`src/rtl/game_core_switch_ctrl.sv`:
```
// Shares one VGA output and key set between N_GAMES cores; sequences game changes
// (hold reset, blank until BLANK_FRAMES vsyncs, run) and provides the core clock enable.
module game_core_switch_ctrl #(
    parameter int N_GAMES         = 4,
    parameter int SEL_W           = 2,
    parameter int DB_W            = 16,
    parameter int DEBOUNCE_CYCLES = 50000,
    parameter int RESET_HOLD      = 16,
    parameter int BLANK_FRAMES    = 2
) (
    input  logic                   clk,
    input  logic                   reset,
    input  logic [3:0]             keys,
    input  logic [N_GAMES-1:0]     core_hsync,
    input  logic [N_GAMES-1:0]     core_vsync,
    input  logic [3*N_GAMES-1:0]   core_rgb,
    output logic [N_GAMES-1:0]     core_reset,
    output logic                   core_clk_en,
    output logic                   left,
    output logic                   right,
    output logic                   hsync,
    output logic                   vsync,
    output logic [2:0]             rgb,
    output logic [SEL_W-1:0]       game_sel,
    output logic                   busy
);
    localparam int HW = $clog2(RESET_HOLD) + 1;
    localparam int FW = $clog2(BLANK_FRAMES) + 1;

    typedef enum logic [1:0] {RST_HOLD, BLANK, RUN} state_t;

    state_t             state, state_n;
    logic [SEL_W-1:0]   sel_n;
    logic [HW-1:0]      hold_cnt, hold_n;
    logic [FW-1:0]      frame_cnt, frame_n;
    logic [N_GAMES-1:0] onehot_n;

    logic [3:0]         ks1, ks2;
    logic [DB_W-1:0]    db_cnt [2];
    logic [1:0]         db_stable, db_pulse;
    logic               next_p, prev_p;
    logic               vs_q, vs_rise;

    // Index 0 is next game (keys[2]), index 1 is previous game (keys[3]).
    always_ff @(posedge clk or posedge reset) begin
        if (reset) begin
            ks1       <= '0;
            ks2       <= '0;
            db_stable <= '0;
            db_pulse  <= '0;
            db_cnt[0] <= '0;
            db_cnt[1] <= '0;
        end else begin
            ks1      <= keys;
            ks2      <= ks1;
            db_pulse <= '0;
            for (int k = 0; k < 2; k++) begin
                if (ks2[k+2] != db_stable[k]) begin
                    if (db_cnt[k] == DB_W'(DEBOUNCE_CYCLES - 1)) begin
                        db_stable[k] <= ks2[k+2];
                        db_pulse[k]  <= ks2[k+2];
                        db_cnt[k]    <= '0;
                    end else begin
                        db_cnt[k] <= db_cnt[k] + DB_W'(1);
                    end
                end else begin
                    db_cnt[k] <= '0;
                end
            end
        end
    end

    // Coincident next/prev cancel each other.
    assign next_p  = db_pulse[0] & ~db_pulse[1];
    assign prev_p  = db_pulse[1] & ~db_pulse[0];
    assign vs_rise = core_vsync[game_sel] & ~vs_q;

    always_comb begin
        state_n = state;
        sel_n   = game_sel;
        hold_n  = hold_cnt;
        frame_n = frame_cnt;
        case (state)
            RST_HOLD: begin
                if (hold_cnt == HW'(RESET_HOLD - 1)) begin
                    state_n = BLANK;
                    hold_n  = '0;
                end else begin
                    hold_n = hold_cnt + HW'(1);
                end
            end
            BLANK: begin
                if (vs_rise) begin
                    if (frame_cnt == FW'(BLANK_FRAMES - 1)) begin
                        state_n = RUN;
                        frame_n = '0;
                    end else begin
                        frame_n = frame_cnt + FW'(1);
                    end
                end
            end
            RUN: begin
                if (next_p || prev_p) begin
                    state_n = RST_HOLD;
                    hold_n  = '0;
                    frame_n = '0;
                    if (next_p)
                        sel_n = (game_sel == SEL_W'(N_GAMES - 1)) ? '0 : game_sel + SEL_W'(1);
                    else
                        sel_n = (game_sel == '0) ? SEL_W'(N_GAMES - 1) : game_sel - SEL_W'(1);
                end
            end
            default: state_n = RST_HOLD;
        endcase
        onehot_n = {{(N_GAMES-1){1'b0}}, 1'b1} << sel_n;
    end

    always_ff @(posedge clk or posedge reset) begin
        if (reset) begin
            state      <= RST_HOLD;
            game_sel   <= '0;
            hold_cnt   <= '0;
            frame_cnt  <= '0;
            busy       <= 1'b1;
            core_reset <= '1;
        end else begin
            state      <= state_n;
            game_sel   <= sel_n;
            hold_cnt   <= hold_n;
            frame_cnt  <= frame_n;
            busy       <= (state_n != RUN);
            core_reset <= (state_n == RST_HOLD) ? '1 : ~onehot_n;
        end
    end

    // Video is blanked from the same edge that leaves RUN.
    always_ff @(posedge clk or posedge reset) begin
        if (reset) begin
            core_clk_en <= 1'b0;
            vs_q        <= 1'b0;
            hsync       <= 1'b0;
            vsync       <= 1'b0;
            rgb         <= '0;
        end else begin
            core_clk_en <= ~core_clk_en;
            vs_q        <= core_vsync[game_sel];
            hsync       <= core_hsync[game_sel];
            vsync       <= core_vsync[game_sel];
            rgb         <= (state_n == RUN) ? core_rgb[3*game_sel +: 3] : 3'b000;
        end
    end

    assign left  = (state == RUN) & ks2[0];
    assign right = (state == RUN) & ks2[1];
endmodule

```
`config.mk`:
```
export PLATFORM = sky130hd
export DESIGN_NAME = game_core_switch_ctrl
export DESIGN_NICKNAME = d
export VERILOG_FILES = /design/src/rtl/game_core_switch_ctrl.sv
export SDC_FILE = /design/constraint.sdc
export NUM_CORES = 1
export LEC_CHECK = 0
export ABC_AREA = 0
export BUFFER_PORTS_ARGS = -buffer_cell sky130_fd_sc_hd__buf_2
export CORE_MARGIN = 3
export CORE_UTILIZATION = 46
export DETAILED_ROUTE_END_ITERATION = 12
export MAX_ROUTING_LAYER = met4
export PLACE_DENSITY_LB_ADDON = 0.25
export SYNTH_ARGS = -nofsm -noshare
export SYNTH_HDL_FRONTEND = slang
export SYNTH_SLANG_ARGS = --single-unit
```
`constraint.sdc`:
```
create_clock -name clk -period 3.5 [get_ports clk]
set_input_delay 0.35 -clock clk [delete_from_list [all_inputs] [get_ports clk]]
set_output_delay 0.35 -clock clk [all_outputs]
set_load 0.1 [all_outputs]
```
==> flow_summary.html <==
<table>
<tr><th>Metric</th><th>Value</th></tr>
<tr><th colspan="2">Outcome</th></tr>
<tr><td>Result of the run</td><td>finished clean</td></tr>
<tr><th colspan="2">Synth</th></tr>
<tr><td>Synthesized area divided by synthesized cell count</td><td>11.4 µm²</td></tr>
<tr><td>Post-synthesis instance area</td><td>3000 µm²</td></tr>
<tr><td>Number of distinct library cell variants in the gate-level netlist after synthesis</td><td>45</td></tr>
<tr><td>Synth top cells by count</td><td>dfrtp_1, nor2_1, nand2_1, nand3_1, xor2_1</td></tr>
<tr><td>Compound-gate portion of the synthesized area</td><td>4.63%</td></tr>
<tr><td>Most repeated cell in the gate-level netlist after synthesis</td><td>dfrtp_1</td></tr>
<tr><td>Net Count, Synth</td><td>a little under 300</td></tr>
<tr><td>Syn. warnings</td><td>0</td></tr>
<tr><td>Mux share of post-synthesis cell area</td><td>5.68%</td></tr>
<tr><td>Post-Syn Instances</td><td>264</td></tr>
<tr><td>Post-synthesis sequential area ratio</td><td>~55%</td></tr>
<tr><td>Post-Synth Simple-Gate Area</td><td>20.7%</td></tr>
<tr><td>Xor/xnor share of the synthesized area</td><td>8.76%</td></tr>
<tr><td>Main combinational cell family by area after synthesis</td><td>simple AND/OR/NAND/NOR gates</td></tr>
<tr><td>Cell type contributing the most total cell area after synthesis</td><td>dfrtp_1</td></tr>
<tr><td>Adder and majority cell fraction of the synthesized area</td><td>2.50%</td></tr>
<tr><td>Number of synthesized flops with an enable pin</td><td>0</td></tr>
<tr><td>Fraction of synthesized cell area taken by the top area cell type</td><td>50.9%</td></tr>
<tr><td>Share of synthesized registers carrying an async set or reset</td><td>100%</td></tr>
<tr><td>Largest cells by area after synthesis</td><td>dfrtp_1, xor2_1, nor2_1, dfstp_2, xnor2_1</td></tr>
<tr><td>Main synth FF type</td><td>dfrtp_1</td></tr>
<tr><td>Number of flip-flops and latches in the synthesized netlist</td><td>66</td></tr>
<tr><th colspan="2">Setup path</th></tr>
<tr><td>Required arrival time at the worst endpoint</td><td>3.15 ns</td></tr>
<tr><td>Length in cells of the worst reg-to-reg path</td><td>4</td></tr>
<tr><td>Arrival time of data at the critical path endpoint</td><td>between 1.5 and 2 ns</td></tr>
<tr><td>CP Capture Type</td><td>primary output</td></tr>
<tr><td>Reg-to-reg critical path endpoint</td><td>db_cnt[12]$_DFF_PP0_</td></tr>
<tr><td>Highest net fanout along the worst path</td><td>10</td></tr>
<tr><td>Worst reg2reg setup slack</td><td>approximately 1.6 ns</td></tr>
<tr><td>R2r startpoint</td><td>db_cnt[12]$_DFF_PP0_</td></tr>
<tr><td>Kind of start point of the critical path</td><td>flip-flop</td></tr>
<tr><td>Critical Setup Path Class</td><td>reg2out</td></tr>
<tr><th colspan="2">Cells and area</th></tr>
<tr><td>Diode count</td><td>0</td></tr>
<tr><td>Final Net Count</td><td>341</td></tr>
<tr><td>Signed area change from the synthesized netlist to the final layout</td><td>16.9%</td></tr>
<tr><td>Fraction of final layout cells sized beyond drive strength 1</td><td>24.5%</td></tr>
<tr><td>Post-layout utilization of the core</td><td>57.2%</td></tr>
<tr><td>Finished Layout Cells</td><td>389</td></tr>
<tr><th colspan="2">Worst hold path</th></tr>
<tr><td>Hold path startpoint</td><td>keys[3]</td></tr>
<tr><td>Count of cells along the worst hold path</td><td>1</td></tr>
<tr><td>Worst Hold Endpoint</td><td>ks1[3]$_DFF_PP0_</td></tr>
<tr><td>Worst Hold Class</td><td>in2reg</td></tr>
<tr><th colspan="2">GRT</th></tr>
<tr><td>Total congestion overflow</td><td>0</td></tr>
<tr><td>Largest net degree at the start of global routing</td><td>42</td></tr>
<tr><td>Global-route usage over all layers</td><td>between 10% and 20%</td></tr>
<tr><td>Wire length of the first global-routing pass</td><td>between 9000 and 10000 µm</td></tr>
<tr><td>Number of global-route vias before repair</td><td>1996</td></tr>
<tr><td>Number of antenna violations at the first check in global routing</td><td>0</td></tr>
<tr><th colspan="2">Clocking</th></tr>
<tr><td>Resized Gates After CTS</td><td>0</td></tr>
<tr><td>Clock transition at path regs</td><td>0.07 ns</td></tr>
<tr><td>Clock sinks</td><td>66</td></tr>
<tr><td>Clock buffer count from CTS</td><td>9</td></tr>
<tr><td>Root buffer cell</td><td>clkbuf_8</td></tr>
<tr><td>Post-CTS Repair Setup Buffers</td><td>0</td></tr>
<tr><td># hold bufs at CTS</td><td>0</td></tr>
<tr><td>CTS tree</td><td>built</td></tr>
<tr><td>Maximum number of buffers from clock root to sink</td><td>2</td></tr>
<tr><td>H-tree Lvls</td><td>3</td></tr>
<tr><td>Source-to-sink clock delay at the later pin of the worst-skew pair</td><td>0.34 ns</td></tr>
<tr><th colspan="2">Place</th></tr>
<tr><td>IO buf count</td><td>40</td></tr>
<tr><td>Half-perimeter wire length after placement</td><td>3790 µm</td></tr>
<tr><td>Weighted congestion reported at the end of routability-driven placement</td><td>0.850</td></tr>
<tr><td>Placed cell count</td><td>373</td></tr>
<tr><th colspan="2">Pwr</th></tr>
<tr><td>Clock network fraction of design power</td><td>a little over a third</td></tr>
<tr><td>Peak VDD IR</td><td>approximately 0.39 mV</td></tr>
<tr><td>Sequential share of power</td><td>44.2%</td></tr>
<tr><td>Leakage</td><td>0.00160 µW</td></tr>
<tr><td>Part of the power in combinational logic</td><td>between 10% and 20%</td></tr>
<tr><td>Switching Share</td><td>30.7%</td></tr>
<tr><td>Internal Power</td><td>approximately 1400 µW</td></tr>
<tr><td>Total power divided by cell area</td><td>roughly 600 nW/µm²</td></tr>
<tr><td>Net switching power</td><td>638 µW</td></tr>
<tr><th colspan="2">Die</th></tr>
<tr><td>Number of cell rows</td><td>28</td></tr>
<tr><td>Number of I/O pins</td><td>a little over 40</td></tr>
<tr><td>Height of the die</td><td>86.7 µm</td></tr>
<tr><td>Initial core utilization</td><td>48.9%</td></tr>
<tr><td>Die outline area</td><td>approximately 7500 µm²</td></tr>
<tr><td>Area of the core region</td><td>around 6100 µm²</td></tr>
<tr><td>X dimension of the die</td><td>86.7 µm</td></tr>
<tr><th colspan="2">Routing</th></tr>
<tr><td>Ratio of routed vias to standard cells</td><td>roughly 5.3</td></tr>
<tr><td>Via count of the routed design</td><td>2070</td></tr>
<tr><td>First-pass iteration count of the detailed router</td><td>4</td></tr>
<tr><td>ANT nets after route</td><td>0</td></tr>
<tr><td>Drt total wl</td><td>~5400 µm</td></tr>
<tr><td>First DRT Iteration DRCs</td><td>55</td></tr>
<tr><td># DRC</td><td>0</td></tr>
<tr><td>Post-DR wirelength/cell</td><td>13.8 µm</td></tr>
<tr><th colspan="2">Timing</th></tr>
<tr><td>Final period utilization</td><td>around three fifths</td></tr>
<tr><td>Clock period minus worst slack</td><td>2.03 ns</td></tr>
<tr><td>Worst Max-Slew Pin Slew</td><td>0.845 ns</td></tr>
<tr><td>Unrepaired setup endpoints after global routing</td><td>no</td></tr>
<tr><td>Final count of hold timing violations</td><td>0</td></tr>
<tr><td>Max Clock Freq</td><td>492 MHz</td></tr>
<tr><td>Max Transition Viols Final</td><td>0</td></tr>
<tr><td>Finish-stage setup viols</td><td>0</td></tr>
<tr><td>Worst max-slew margin expressed relative to the limit</td><td>43.7%</td></tr>
<tr><td>Setup skew after layout</td><td>a little over 0.009 ns</td></tr>
<tr><td>Final total negative setup slack</td><td>0 ns</td></tr>
<tr><th colspan="2">Run</th></tr>
<tr><td># Max-Cap Violations</td><td>0</td></tr>
</table>
## area by class of cell
| class | instances | area (µm²) |
|---|---|---|
| fill | 510 | 2630 |
| clock inverter | 6 | 105 |
| tap | 75 | 93.8 |
| clock buffer | 10 | 128 |
| sequential | 66 | 1660 |
| multi-input combinational | 180 | 1270 |
| timing repair buffer | 42 | 215 |
| inverter | 10 | 37.5 |
## metal layers
layer	vias up	GRT usage, %	part of all wire (%)
li1	1008	-	-
met1	991	20.6	46
met5	-	-	0
met4	0	7.93	1.5
met3	10	5.32	6.6
met2	61	24.2	46
## sequential cells by signal (all words and copies together) (netlist names)
signal / flops
db_cnt: 32
hold_cnt: 5
core_reset: 4
ks1: 4
ks2: 4
rgb: 3
db_pulse: 2
db_stable: 2
frame_cnt: 2
game_sel: 2
state: 2
busy: 1
core_clk_en: 1
hsync: 1
vs_q: 1
## power by group through the flow
stage	sequential (µW)	combinational, µW	clock [µW]
final	917	412	747
after global routing	929	452	807
after CTS	916	417	769
after detailed placement	929	419	0
after global placement	927	410	0
after floorplan	1030	230	0
## logic make-up (layout without fill, tap and decap cells)
kind of cell    Yosys count  count (layout)
flops                    66              66
mux                      10              10
buf+inv                  18              68
fa+ha+maj                 6               6
xor+xnor                 30              30
compound gates           17              17
simple gates            117             117
## cell usage in the layout, fill, tap and decap left out, types with 2 or more instances in the layout
cell	count
inv_1	9
nand4_1	10
nand3_1	16
nor3_1	5
and4_1	4
xor2_1	16
nor4_1	4
mux2i_1	2
bufinv_16	3
o21ai_0	4
nor2_1	36
xnor2_1	14
mux2_2	2
nor3b_1	3
and2_1	2
mux4_2	5
nor2b_1	6
dfrtp_1	61
clkbuf_8	9
dfstp_2	5
clkinv_2	3
a21oi_1	3
ha_1	6
nand2_1	16
buf_4	2
and3_1	5
buf_2	40
## critical path, stage by stage (launching register included)
cell and delay (ns):
dfrtp_1 0.53, nor2b_1 0.25, and2_1 0.15, buf_2 0.42
## metrics by stage
stage / area (µm²) / worst slack (ns) / total power (µW) / hold slack, ns
final: 3510 / 1.47 / 2080 / 0.118
after global routing: 3510 / 1.34 / 2190 / 0.0961
after CTS: 3510 / 1.44 / 2100 / 0.0992
after detailed placement: 3270 / 1.55 / 1350 / 0.335
after global placement: 3270 / 1.60 / 1340 / 0.334
after floorplan: 3000 / 1.09 / 1260 / 0.331
## how the worst max path moves through the flow
stage                               start  slack (ns)  cells past startpoint                to
floorplan           game_sel[0]$_DFF_PP0_        1.09                      5  rgb[0]$_DFF_PP0_
global placement    game_sel[0]$_DFF_PP0_        1.60                      4  rgb[0]$_DFF_PP0_
detailed placement  game_sel[0]$_DFF_PP0_        1.55                      4  rgb[0]$_DFF_PP0_
CTS                    state[1]$_DFF_PP0_        1.44                      3             right
global route           state[1]$_DFF_PP0_        1.34                      3             right
finish                 state[1]$_DFF_PP0_        1.47                      3             right
(Power assumes the default switching activity.)
